<file path="config.mk">
export PLATFORM = sky130hd
export DESIGN_NAME = versat_mem_np
export DESIGN_NICKNAME = d
export VERILOG_FILES = /design/src/rtl/versat_mem_np.sv
export SDC_FILE = /design/constraint.sdc
export NUM_CORES = 1
export LEC_CHECK = 0
export ABC_AREA = 1
export BUFFER_PORTS_ARGS = -buffer_cell sky130_fd_sc_hd__clkbuf_2
export CELL_PAD_IN_SITES_DETAIL_PLACEMENT = 1
export CELL_PAD_IN_SITES_GLOBAL_PLACEMENT = 1
export CORE_MARGIN = 4
export CORE_UTILIZATION = 38
export CTS_BUF_LIST = sky130_fd_sc_hd__clkbuf_16
export DETAILED_ROUTE_END_ITERATION = 10
export HOLD_SLACK_MARGIN = 0.1
export PLACE_DENSITY_LB_ADDON = 0.1
export SYNTH_ARGS = -nofsm -noshare
export SYNTH_HDL_FRONTEND = slang
export SYNTH_SLANG_ARGS = --single-unit
</file>
<file path="constraint.sdc">
create_clock -name clk -period 3.7 [get_ports clk]
set_clock_uncertainty 0.15 [all_clocks]
set_input_delay 0.37 -clock clk [delete_from_list [all_inputs] [get_ports clk]]
set_output_delay 0.37 -clock clk [all_outputs]
set_load 0.02 [all_outputs]
</file>
<file path="src/rtl/versat_mem_np.sv">
// N-port memory functional unit: per-port two-level address generators drive an
// external synchronous RAM; port 0 additionally serves a single-outstanding CPU databus.
module versat_mem_np #(
   parameter int NUM_PORTS = 2,
   parameter int DATA_W    = 32,
   parameter int ADDR_W    = 10,
   parameter int PERIOD_W  = 10,
   parameter int DELAY_W   = 10
) (
   input  logic                          clk,
   input  logic                          rst,
   input  logic                          run,
   input  logic                          running,
   output logic                          done,
   input  logic                          valid,
   input  logic [DATA_W/8-1:0]           wstrb,
   input  logic [ADDR_W-1:0]             addr,
   input  logic [DATA_W-1:0]             wdata,
   output logic                          ready,
   output logic [DATA_W-1:0]             rdata,
   input  logic [NUM_PORTS*DATA_W-1:0]   in,
   output logic [NUM_PORTS*DATA_W-1:0]   out,
   output logic [NUM_PORTS*ADDR_W-1:0]   ext_addr,
   output logic [NUM_PORTS*DATA_W-1:0]   ext_wdata,
   output logic [NUM_PORTS-1:0]          ext_en,
   output logic [NUM_PORTS-1:0]          ext_we,
   input  logic [NUM_PORTS*DATA_W-1:0]   ext_rdata,
   input  logic [NUM_PORTS*ADDR_W-1:0]   iter,
   input  logic [NUM_PORTS*ADDR_W-1:0]   shift,
   input  logic [NUM_PORTS*ADDR_W-1:0]   incr,
   input  logic [NUM_PORTS*ADDR_W-1:0]   start,
   input  logic [NUM_PORTS*PERIOD_W-1:0] per,
   input  logic [NUM_PORTS*PERIOD_W-1:0] duty,
   input  logic [NUM_PORTS*DELAY_W-1:0]  delay,
   input  logic [NUM_PORTS-1:0]          wr,
   input  logic [NUM_PORTS-1:0]          ext,
   input  logic [NUM_PORTS-1:0]          rev
);

   typedef enum logic [1:0] {S_IDLE, S_DELAY, S_RUN, S_DRAIN} state_t;

   localparam logic [DELAY_W-1:0] DRAIN_CNT = DELAY_W'(2);

   logic                 bus_accept;
   logic                 bus_we;
   logic                 rd_p1;
   logic                 rd_p2;
   logic [NUM_PORTS-1:0] port_idle;

   // A new request waits until the previous one has fully completed, including its ready cycle.
   assign bus_we     = |wstrb;
   assign bus_accept = valid & ~running & ~rd_p1 & ~rd_p2 & ~ready;
   assign done       = (&port_idle) & ~run;

   always_ff @(posedge clk) begin
      if (rst) begin
         rd_p1 <= 1'b0;
         rd_p2 <= 1'b0;
         ready <= 1'b0;
         rdata <= '0;
      end else begin
         rd_p1 <= bus_accept & ~bus_we;
         rd_p2 <= rd_p1;
         ready <= (bus_accept & bus_we) | rd_p2;
         rdata <= rd_p2 ? ext_rdata[DATA_W-1:0] : '0;
      end
   end

   for (genvar p = 0; p < NUM_PORTS; p++) begin : g_port
      state_t              state_q, state_d;
      logic [DELAY_W-1:0]  cnt_q, cnt_d;
      logic [PERIOD_W-1:0] j_q, j_d, per_q, duty_q;
      logic [ADDR_W-1:0]   i_q, i_d, addr_q, addr_d, addr_rev, eff_addr;
      logic [ADDR_W-1:0]   iter_q, shift_q, incr_q;
      logic                wr_q, ext_q, rev_q, step_en, cfg_empty;
      logic [DATA_W-1:0]   in_p, out_q, wdata_q;
      logic [ADDR_W-1:0]   ext_addr_q;
      logic                ext_en_q, ext_we_q;

      assign in_p      = in[p*DATA_W +: DATA_W];
      assign cfg_empty = (iter[p*ADDR_W +: ADDR_W] == '0) || (per[p*PERIOD_W +: PERIOD_W] == '0);

      // NOTE: configuration shadows carry no reset; they are always loaded by run before use.
      always_ff @(posedge clk) begin
         if (run) begin
            iter_q  <= iter[p*ADDR_W +: ADDR_W];
            shift_q <= shift[p*ADDR_W +: ADDR_W];
            incr_q  <= incr[p*ADDR_W +: ADDR_W];
            per_q   <= per[p*PERIOD_W +: PERIOD_W];
            duty_q  <= duty[p*PERIOD_W +: PERIOD_W];
            wr_q    <= wr[p];
            ext_q   <= ext[p];
            rev_q   <= rev[p];
         end
      end

      // NOTE: every variable gets a default at the top so no path can infer a latch.
      always_comb begin
         state_d = state_q;
         cnt_d   = cnt_q;
         j_d     = j_q;
         i_d     = i_q;
         addr_d  = addr_q;
         step_en = 1'b0;
         case (state_q)
            S_DELAY: begin
               cnt_d = cnt_q - DELAY_W'(1);
               if (cnt_q <= DELAY_W'(1)) begin
                  if (iter_q == '0 || per_q == '0) begin
                     state_d = S_DRAIN;
                     cnt_d   = DRAIN_CNT;
                  end else begin
                     state_d = S_RUN;
                  end
               end
            end
            S_RUN: begin
               // The address advances every cycle; duty only gates the RAM enable.
               step_en = (j_q < duty_q);
               addr_d  = addr_q + incr_q;
               j_d     = j_q + PERIOD_W'(1);
               if (j_q == per_q - PERIOD_W'(1)) begin
                  addr_d = addr_q + incr_q + shift_q;
                  j_d    = '0;
                  i_d    = i_q + ADDR_W'(1);
                  if (i_q == iter_q - ADDR_W'(1)) begin
                     state_d = S_DRAIN;
                     cnt_d   = DRAIN_CNT;
                  end
               end
            end
            S_DRAIN: begin
               cnt_d = cnt_q - DELAY_W'(1);
               if (cnt_q == '0) state_d = S_IDLE;
            end
            default: ;
         endcase
         if (run) begin
            step_en = 1'b0;
            j_d     = '0;
            i_d     = '0;
            addr_d  = start[p*ADDR_W +: ADDR_W];
            cnt_d   = delay[p*DELAY_W +: DELAY_W];
            if (delay[p*DELAY_W +: DELAY_W] != '0) begin
               state_d = S_DELAY;
            end else if (cfg_empty) begin
               state_d = S_DRAIN;
               cnt_d   = DRAIN_CNT;
            end else begin
               state_d = S_RUN;
            end
         end
      end

      always_comb begin
         for (int b = 0; b < ADDR_W; b++) addr_rev[b] = addr_q[ADDR_W-1-b];
      end

      assign eff_addr = ext_q ? in_p[ADDR_W-1:0] : (rev_q ? addr_rev : addr_q);

      always_ff @(posedge clk) begin
         if (rst) begin
            state_q    <= S_IDLE;
            cnt_q      <= '0;
            j_q        <= '0;
            i_q        <= '0;
            addr_q     <= '0;
            ext_en_q   <= 1'b0;
            ext_we_q   <= 1'b0;
            ext_addr_q <= '0;
            wdata_q    <= '0;
            out_q      <= '0;
         end else begin
            state_q <= state_d;
            cnt_q   <= cnt_d;
            j_q     <= j_d;
            i_q     <= i_d;
            addr_q  <= addr_d;
            out_q   <= run ? '0 : ext_rdata[p*DATA_W +: DATA_W];
            if (p == 0 && bus_accept) begin
               ext_en_q   <= 1'b1;
               ext_we_q   <= bus_we;
               ext_addr_q <= addr;
               wdata_q    <= wdata;
            end else begin
               ext_en_q <= step_en;
               ext_we_q <= step_en & wr_q & ~ext_q;
               if (step_en) begin
                  ext_addr_q <= eff_addr;
                  wdata_q    <= in_p;
               end
            end
         end
      end

      assign port_idle[p]                   = (state_q == S_IDLE);
      assign ext_en[p]                      = ext_en_q;
      assign ext_we[p]                      = ext_we_q;
      assign ext_addr[p*ADDR_W +: ADDR_W]   = ext_addr_q;
      assign ext_wdata[p*DATA_W +: DATA_W]  = wdata_q;
      assign out[p*DATA_W +: DATA_W]        = out_q;
   end

endmodule
</file>
After elaboration in Yosys (flattened, before gate mapping):

Cells that the tools add are included.

* equality and inequality tests: 18
* $lt $le $gt $ge: 4
* div/mod/pow operators: 0
* add/subtract/negate cells: 14
* bitwise operators: 20
* shift-type cells: 0
* multiply operators: 0
* mux-type cells: 56
* reductions and logical operators: 33

Operator list (number)
* 2-to-1 mux 10 bit: 28
* zero test 10 bit: 10
* 2-to-1 mux 32 bit: 2
* case mux 10 bit (3 select lines): 2
* subtractor 10 x 1 -> 10 bit, second input constant: 6
* adder 10 x 1 -> 10 bit, second input constant: 4
* adder 10 bit: 4
* equality test 10 bit: 4
* 2-to-1 mux 2 bit: 12
* != test 3 bit, second input constant: 8
* <= comparator 10 x 1 -> 1 bit, second input constant: 2
* < comparator 10 bit: 2
* nonzero test 10 bit: 2
* case mux 2 bit (3 select lines): 2
* bitwise AND 1 bit: 11
* 2-to-1 mux 1 bit: 10
* AND reduction 5 bit: 2
* equality test 2 bit, second input constant: 4
* inverter 1 bit: 8
* nonzero test 4 bit: 2
* AND reduction 2 bit: 3
* AND reduction 3 bit: 2
* nonzero test 2 bit: 3
* equality test 2 x 1 -> 1 bit, second input constant: 2
* other kinds (5): 10

* memories: 0
* bits in writable memories: 0
* register bits after elaboration: 377
* ROM bits: 0
* input bits: 325
* word-level logic and storage cells: 185
* latch bits: 0
* output and inout bits: 186

Logic depth before layout (Yosys ltp):

Gate-level depths: netlist of the first run.

* depth in word-level cells: 7
* depth in mapped cells: 19
* mapped depth without buffers: 19

Worst setup path after synthesis of the first run:

OpenSTA, ideal clock, no wires.

* path kind: flip-flop to flip-flop
* from: register g_port[1].incr_q[0]
* to: register g_port[1].addr_q[9]
* library setup time: 0.144 ns
* buffers on the path: 0
* required time: 3.406 ns
* slack: 0.729 ns
* stages on the path, launching flop included: 19
* data arrival time: 2.677 ns
* clock period less this slack: 2.971 ns
* cells stage by stage: edfxtp_1 -> ha_1 -> fa_1 -> nand3_1 -> nand2_1 -> a21oi_1 -> xor2_1 -> inv_1 -> ha_1 -> inv_1 -> o21ai_0 -> inv_1 -> o21a_1 -> nand4_1 -> inv_1 -> nor2_1 -> nand3_1 -> nand3_1 -> a21oi_1

* longest elaborated chain between the ends: 5

RTL lines
* start, declared: RTL line 74 `logic [ADDR_W-1:0] iter_q, shift_q, incr_q;`
* start signal, assigned: RTL line 88 `incr_q <= incr[p*ADDR_W +: ADDR_W];`
* adder 10 bit (*): RTL line 120, 123
* adder 10 bit: RTL line 123 `addr_d = addr_q + incr_q + shift_q;`
* 2-to-1 mux 10 bit (*): RTL line 122 `if (j_q == per_q - PERIOD_W'(1)) begin`
* 2-to-1 mux 10 bit (*): RTL line 105 `case (state_q)`
* 2-to-1 mux 10 bit (*): RTL line 138 `if (run) begin`
* end signal, assigned: RTL line 178 `addr_q <= addr_d;`
* end, declared: RTL line 73 `logic [ADDR_W-1:0] i_q, i_d, addr_q, addr_d, addr_rev, eff_addr;`

Every way passes the cells marked *; elsewhere a longest branch is shown, timed or not. The select of a mux whose other input is x is not followed.
A chain may end at the register's enable or synchronous reset.

Worst setup path in the final report of the first run:

* from: register g_port[0].duty_q[5]
* to: register g_port[0].wdata_q[18]

* longest elaborated chain between the ends: 4

RTL lines
* start, declared: RTL line 72 `logic [PERIOD_W-1:0] j_q, j_d, per_q, duty_q;`
* start signal, assigned: RTL line 90 `duty_q <= duty[p*PERIOD_W +: PERIOD_W];`
* < comparator 10 bit: RTL line 119 `step_en = (j_q < duty_q);`
* 2-to-1 mux 1 bit: RTL line 105
* 2-to-1 mux 1 bit: RTL line 138
* nonzero test 2 bit (no source line)
* end signal, assigned: RTL line 184 `wdata_q <= wdata;`
* end signal, assigned: RTL line 190 `wdata_q <= in_p;`
* end, declared: RTL line 76 `logic [DATA_W-1:0] in_p, out_q, wdata_q;`

Every way passes these cells.

==> impl_metrics.py, run 1 <==
metrics = {
    "outcome": {
        "outcome": "finished clean",
    },
    "floorplanning": {
        "die_w_um": 227,
        "boundaryPins": 511,
        "start_util_pct": 38.7,
        "core-area_mm2": 0.0469,
        "die-area_mm2": 0.0513,
        "die_h_um": 227,
        "rows": 79,
    },
    "drt": {
        "avgViaCountPerCell": 5.13,
        "wl_met3_mm": 4.76,
        "met1Wirelength_mm": 30.2,
        "wl_per_cell_um": 21.0,
        "ant_nets": 0,
        "drt-initial-drc-count": 1207,
        "dr.pass1.iters": 7,
        "top_layer": "met5",
        "routed-via-count": 19200,
        "drt_wl_total_mm": 78.6,
        "wl_met2_mm": 39.5,
        "drc": 0,
    },
    "pwr": {
        "peakVddDrop_v": 0.000444,
        "powerDensity_mw_per_mm2": 450,
        "power_switching_mw": 3.69,
        "leakage_nw": 12.1,
        "internal-power_mw": 8.03,
        "pwr-share-clk_pct": 37.1,
        "p_sw_share_pct": 31.5,
        "seqPwrFrac_pct": 40.3,
        "power.share.combinational_pct": 22.5,
    },
    "cts": {
        "clkSinkCount": 377,
        "post-cts-setup-buffers": 0,
        "cts_htree_levels": 2,
        "clk_pin_slew_ns": 0.07,
        "tritoncts": "built",
        "clk_root_buffer_cell": "clkbuf_16",
        "clk_latency_ns": 0.58,
        "cts_buffers": 44,
        "clock_path_buffers": 3,
    },
    "timing": {
        "fin_crit_sh_pct": 94.0,
        "finalSetupViolCount": 0,
        "min_period_ns": 3.48,
        "slew_headroom_pct": 32.3,
        "hold_violations": 0,
        "slew_viol_final": 0,
        "max_freq_mhz": 288,
        "worst_slew_pin_slew_ns": 1.01,
        "setup_tns_ns": 0,
    },
    "yosys": {
        "synthTopCellsByArea": "dfxtp_1 30%, edfxtp_1 18%, nand2_1 9.1%",
        "yosysMostFrequentCell": "nand2_1",
        "post_synth_most_frequent_cells": "441 x nand2_1, 358 x nor2_1, 271 x dfxtp_1",
        "syn_nets": 2669,
        "synth_top_cell_by_area": "dfxtp_1",
        "ys_seq_area_share_pct": 47.4,
        "avgSynthCellArea_um2": 7.98,
        "synth.cell_area_mm2": 0.0181,
        "synth_cell_types": 54,
        "synth_edf_count": 106,
        "async_reset_ff_share_pct": 0,
        "synthCells": 2274,
        "netlist.area_leader.share_pct": 29.9,
        "synth_top_flop_cell": "dfxtp_1",
        "synth_seq_cells": 377,
        "synth_warnings": 0,
    },
    "critical_path": {
        "cpLargestDelayFamily": "buffers and inverters",
        "start_kind": "flop",
        "critPathSlowestCell": "dlygate4sd3_1",
        "path_max_fanout": 25,
        "endpoint_kind": "flop",
        "worstPathRequired_ns": 4.07,
        "crit_buf_inv": 4,
        "worst-setup-path-type": "flop to flop",
        "cp.arrival_ns": 3.85,
        "worstPathCellList": "inv_1, ha_1, a21oi_1, o21ai_0, nand2_1, o211ai_1, nor2_1, nand3_1, buf_4, nand2_4, buf_4, o21ai_0, a31oi_1, dlygate4sd3_1",
        "cpPeakStageDelay_ns": 0.59,
    },
    "final_layout": {
        "nets": 3487,
        "register_area_mm2": 0.00861,
        "nFillCells": 5752,
        "syn_to_final_growth_pct": 43.4,
        "multi_input_area_mm2": 0.00827,
        "drive_gt1_share_pct": 21.4,
        "final_util_pct": 55.5,
        "stdcell_area_mm2": 0.0260,
    },
    "place": {
        "placed_area_mm2": 0.0213,
        "place_hpwl_mm": 50.9,
        "port_buffers": 510,
        "gp_congestion": 0.902,
    },
    "global_route": {
        "grt_use_total_pct": 29.1,
        "grt_pass1_vias": 20900,
        "grt_start_max_net_pins": 88,
        "overflow": 0,
        "antenna_found_initial": 12,
        "grt_pass1_wl_mm": 118,
    },
    "worst_hold_path": {
        "hold_class": "input port to flop",
    },
    "job": {
        "drv_cap": 0,
    },
}
repair_timing:
| item | 4_1_cts | 5_1_grt |
|---|---|---|
| gates resized for setup | 0 | 4 |
| setup endpoints to repair | 0 | 17 |
| hold buffers | 326 | 0 |
| hold endpoints to repair | 328 | 0 |
power by group through the flow:
stage / combinational [mW] / clock (mW) / sequential, mW
after floorplan: 1.35 / 0 / 4.86
after global placement: 2.15 / 0 / 4.78
after detailed placement: 2.22 / 0 / 4.79
after CTS: 2.55 / 4.37 / 4.71
after global routing: 2.92 / 4.60 / 4.75
final: 2.64 / 4.35 / 4.72
sequential cells by signal, indices dropped and copies added, names as in the netlist, 2 cells and up:
signal             flops
g_port.wr_q            2
g_port.ext_q           2
g_port.iter_q         20
g_port.ext_addr_q     20
g_port.cnt_q          20
g_port.state_q         4
g_port.rev_q           2
rdata                 32
g_port.per_q          20
g_port.incr_q         20
g_port.out_q          64
g_port.j_q            20
g_port.ext_en_q        2
g_port.shift_q        20
g_port.addr_q         20
g_port.duty_q         20
g_port.wdata_q        64
g_port.ext_we_q        2
g_port.i_q            20
layout by cell type, fill, tap and decap left out, types with 5 or more instances in the layout:
cell type / netlist / final
buf_4: 5 / 13
inv_2: 16 / 19
clkbuf_2: 0 / 509
nor3_1: 19 / 18
o21ai_0: 137 / 136
clkbuf_16: 0 / 45
nand2_2: 12 / 12
diode_2: 0 / 13
a211oi_1: 12 / 12
nand4_1: 23 / 23
nor2_1: 358 / 358
nor2_2: 8 / 8
nor2_4: 6 / 6
nor3b_1: 7 / 7
inv_1: 228 / 233
nand3_2: 5 / 5
xor2_1: 59 / 59
clkinv_2: 0 / 9
dfxtp_1: 271 / 271
a21oi_2: 10 / 10
o211ai_1: 14 / 14
xnor2_1: 34 / 34
nor4_1: 21 / 21
a31oi_1: 36 / 36
o21ai_1: 12 / 13
dlygate4sd3_1: 0 / 326
clkinv_1: 4 / 13
edfxtp_1: 106 / 106
nand2_1: 441 / 440
ha_1: 66 / 65
o22ai_1: 7 / 7
a21oi_1: 119 / 119
nand3_1: 119 / 119
layer usage:
layer	vias to the layer above	GRT usage, %
li1	9088	-
met1	9271	32.8
met2	641	52.2
met3	230	6.62
met4	6	13.8
met5	-	0
per-stage QoR:
step / total power, mW / hold slack, ns / instances / setup WS (ns)
CTS: 11.6 / 0.108 / 3735 / 0.276
global placement: 6.93 / 0.269 / 3327 / 0.490
detailed placement: 7.01 / 0.271 / 3327 / 0.301
global route: 12.3 / 0.122 / 3744 / -0.135
floorplan: 6.21 / 0.254 / 2274 / 0.729
finish: 11.7 / 0.139 / 3748 / 0.222
cell families (layout without fill, tap and decap cells):
logic type	count (synthesis)	after routing	synth area share, %
compound gates	361	361	11.0
buf+inv	330	1184	7.14
flops	377	377	47.4
other cells	0	13	0
fa+ha+maj	70	70	4.99
xor+xnor	97	97	4.88
simple gates	1039	1039	24.5
final cells by class:
type                            instances  area share [%]
Clock buffer                           45            4.33
Tap cell                              607            2.92
Inverter                              249            3.60
Antenna cell                           13           0.125
Multi-Input combinational cell       1567            31.8
Sequential cell                       377            33.1
Clock inverter                         37            1.09
Timing Repair Buffer                  853            23.1
worst paths after layout:
path                                  from                                    to  slack [ns]  depth (start not counted)
max          g_port[0].duty_q[5]$_DFFE_PP_    g_port[0].wdata_q[18]$_SDFFE_PP0P_        0.22                         14
min                                  in[0]  g_port[0].ext_addr_q[0]$_SDFFE_PP0P_        0.14                          5
max reg2reg  g_port[0].duty_q[5]$_DFFE_PP_    g_port[0].wdata_q[18]$_SDFFE_PP0P_        0.22                         14
min reg2reg               rd_p1$_SDFF_PP0_                      rd_p2$_SDFF_PP0_        0.28                          2
worst reg2reg max path: stages (launching register included):
cell and delay [ns]:
edfxtp_1 0.39, inv_1 0.09, ha_1 0.26, a21oi_1 0.15, o21ai_0 0.11, nand2_1 0.07, o211ai_1 0.07, nor2_1 0.17
nand3_1 0.10, buf_4 0.22, nand2_4 0.26, buf_4 0.33, o21ai_0 0.20, a31oi_1 0.26, dlygate4sd3_1 0.59
Power figures use the tool's default switching activity.
==> run 2: changes to the inputs <==
- ABC_AREA: 1 -> not set
- CORE_UTILIZATION: 38 -> 39
==> impl_metrics.py, run 2 <==
metrics = {
    "outcome": {
        "outcome": "finished clean",
    },
    "yosys": {
        "post_synth_most_frequent_cells": "271 x dfxtp_1, 216 x nor2_1, 118 x mux2i_1",
        "synth_cell_types": 71,
        "synthTopCellsByArea": "dfxtp_1 32%, edfxtp_1 19%, mux2i_1 6.9%",
        "synthCells": 1713,
        "synth_top_cell_by_area": "dfxtp_1",
        "synth_edf_count": 106,
        "syn_nets": 2108,
        "yosysMostFrequentCell": "dfxtp_1",
        "synth_seq_cells": 377,
        "synth_top_flop_cell": "dfxtp_1",
        "netlist.area_leader.share_pct": 31.6,
        "synth.cell_area_mm2": 0.0171,
        "async_reset_ff_share_pct": 0,
        "ys_seq_area_share_pct": 50.2,
        "avgSynthCellArea_um2": 10.0,
        "synth_warnings": 0,
    },
    "critical_path": {
        "worst-setup-path-type": "flop to flop",
        "cp.arrival_ns": 3.97,
        "path_max_fanout": 2,
        "endpoint_kind": "flop",
        "worstPathRequired_ns": 4.01,
        "start_kind": "flop",
    },
    "pwr": {
        "powerDensity_mw_per_mm2": 436,
        "peakVddDrop_v": 0.000382,
        "leakage_nw": 11.7,
        "p_total_mw": 11.0,
    },
    "floorplanning": {
        "core-area_mm2": 0.0433,
        "die-area_mm2": 0.0474,
        "die_w_um": 218,
        "boundaryPins": 511,
        "die_h_um": 218,
        "rows": 76,
        "start_util_pct": 39.6,
    },
    "global_route": {
        "grt_pass1_wl_mm": 107,
        "antenna_found_initial": 11,
        "grt_pass1_vias": 18300,
        "grt_start_max_net_pins": 61,
        "grt_use_total_pct": 28.8,
        "overflow": 0,
    },
    "cts": {
        "clk_root_buffer_cell": "clkbuf_16",
        "clk_pin_slew_ns": 0.06,
        "cts_buffers": 43,
        "clock_path_buffers": 3,
        "clkSinkCount": 377,
        "clk_latency_ns": 0.57,
        "tritoncts": "built",
        "cts_htree_levels": 2,
    },
    "final_layout": {
        "layout_common_cells": "508 x clkbuf_2, 326 x dlygate4sd3_1, 271 x dfxtp_1",
        "largest_registers": "g_port.out_q: 64 flops, g_port.wdata_q: 64 flops, rdata: 32 flops",
        "multi_input_area_mm2": 0.00818,
        "drive_gt1_share_pct": 25.9,
        "syn_to_final_growth_pct": 47.2,
        "stdcell_area_mm2": 0.0252,
        "stdcell_count": 3189,
        "register_area_mm2": 0.00861,
        "nets": 2952,
        "nFillCells": 4814,
        "final_common_cell": "clkbuf_2",
    },
    "timing": {
        "hold_violations": 0,
        "fin_crit_sh_pct": 98.8,
        "slew_viol_final": 0,
        "slew_headroom_pct": 34.6,
        "max_freq_mhz": 274,
        "finalSetupViolCount": 0,
        "worst_slew_pin_slew_ns": 0.978,
        "rsz0062_at_grt": "yes",
        "min_period_ns": 3.66,
    },
    "drt": {
        "wl_per_cell_um": 22.5,
        "drt_wl_total_mm": 71.7,
        "avgViaCountPerCell": 5.29,
        "drt-initial-drc-count": 908,
        "drc": 0,
        "ant_nets": 0,
        "dr.pass1.iters": 5,
        "routed-via-count": 16900,
    },
    "place": {
        "gp_congestion": 0.891,
        "place_hpwl_mm": 44.6,
        "port_buffers": 510,
        "placed_area_mm2": 0.0204,
        "dp.cells": 2766,
    },
    "job": {
        "drv_cap": 0,
    },
    "worst_hold_path": {
        "hold_class": "input port to flop",
    },
}
run 2: cell type report:
class	instances	area share (%)
Multi-Input combinational cell	1198	32.4
Antenna cell	14	0.139
Sequential cell	377	34.1
Inverter	54	0.803
Clock buffer	43	4.26
Tap cell	585	2.90
Timing Repair Buffer	883	24.5
Clock inverter	35	0.858
run 2: worst max-delay path, cell delays in order (launching register included):
cell      delay [ns]
edfxtp_1        0.37
ha_2            0.21
fa_2            0.36
a21o_1          0.18
a21oi_2         0.18
o21ai_2         0.09
buf_4           0.13
o21a_1          0.16
o21a_1          0.17
nor2_1          0.12
xnor2_1         0.17
ha_1            0.30
a21oi_2         0.17
xor2_1          0.09
or3_1           0.33
a21oi_2         0.14
xor2_1          0.08
o21a_1          0.16
run 2: cell families after synthesis:
group	count (synthesis)	synth area share, %
fa+ha+maj	70	5.28
simple gates	597	17.3
mux	119	6.95
flops	377	50.2
buf+inv	138	3.19
compound gates	303	11.5
xor+xnor	109	5.57
run 2: worst paths after layout:
check / end / from / cells past startpoint / slack [ns]
worst max-delay path: g_port[1].addr_q[9]$_SDFFE_PP0P_ / g_port[1].incr_q[0]$_DFFE_PP_ / 17 / 0.04
worst min-delay path: g_port[0].ext_addr_q[9]$_SDFFE_PP0P_ / in[9] / 5 / 0.17
worst max register to register: g_port[1].addr_q[9]$_SDFFE_PP0P_ / g_port[1].incr_q[0]$_DFFE_PP_ / 17 / 0.04
worst min register to register: rd_p2$_SDFF_PP0_ / rd_p1$_SDFF_PP0_ / 1 / 0.31
run 2: metrics by stage:
step | setup TNS, ns | util (%) | hold slack (ns) | setup WS (ns)
after floorplan | 0 | - | 0.279 | 0.101
after global placement | -0.210 | 47.3 | 0.301 | -0.142
after detailed placement | -0.406 | 47.3 | 0.301 | -0.291
after CTS | -0.00850 | 57.9 | 0.109 | -0.00850
after global routing | -0.254 | 58.3 | 0.194 | -0.143
final | 0 | 58.3 | 0.165 | 0.0447
run 2: where the power goes:
part           leakage (nW)  internal (mW)  total [mW]  switching (mW)
registers              3.25           4.49        4.69           0.200
clock network         0.680           2.25        4.07            1.82
logic                  7.77           1.06        2.25            1.19
run 2: timing repair:
action,in CTS,in global routing
setup endpoints to repair,2,72
setup buffers,0,5
hold buffers,326,0
gates resized for setup,14,26
gates cloned,0,0
pin swaps,5,20
endpoints found under the hold margin,337,0
run 2: per-layer routing:
metal / vias up / share of wire, % / GRT usage [%]
li1: 7822 / - / -
met1: 8215 / 38 / 32.7
met2: 626 / 51 / 51.8
met3: 188 / 6.8 / 7.16
met4: 4 / 3.9 / 11.4
met5: - / 0.029 / 0
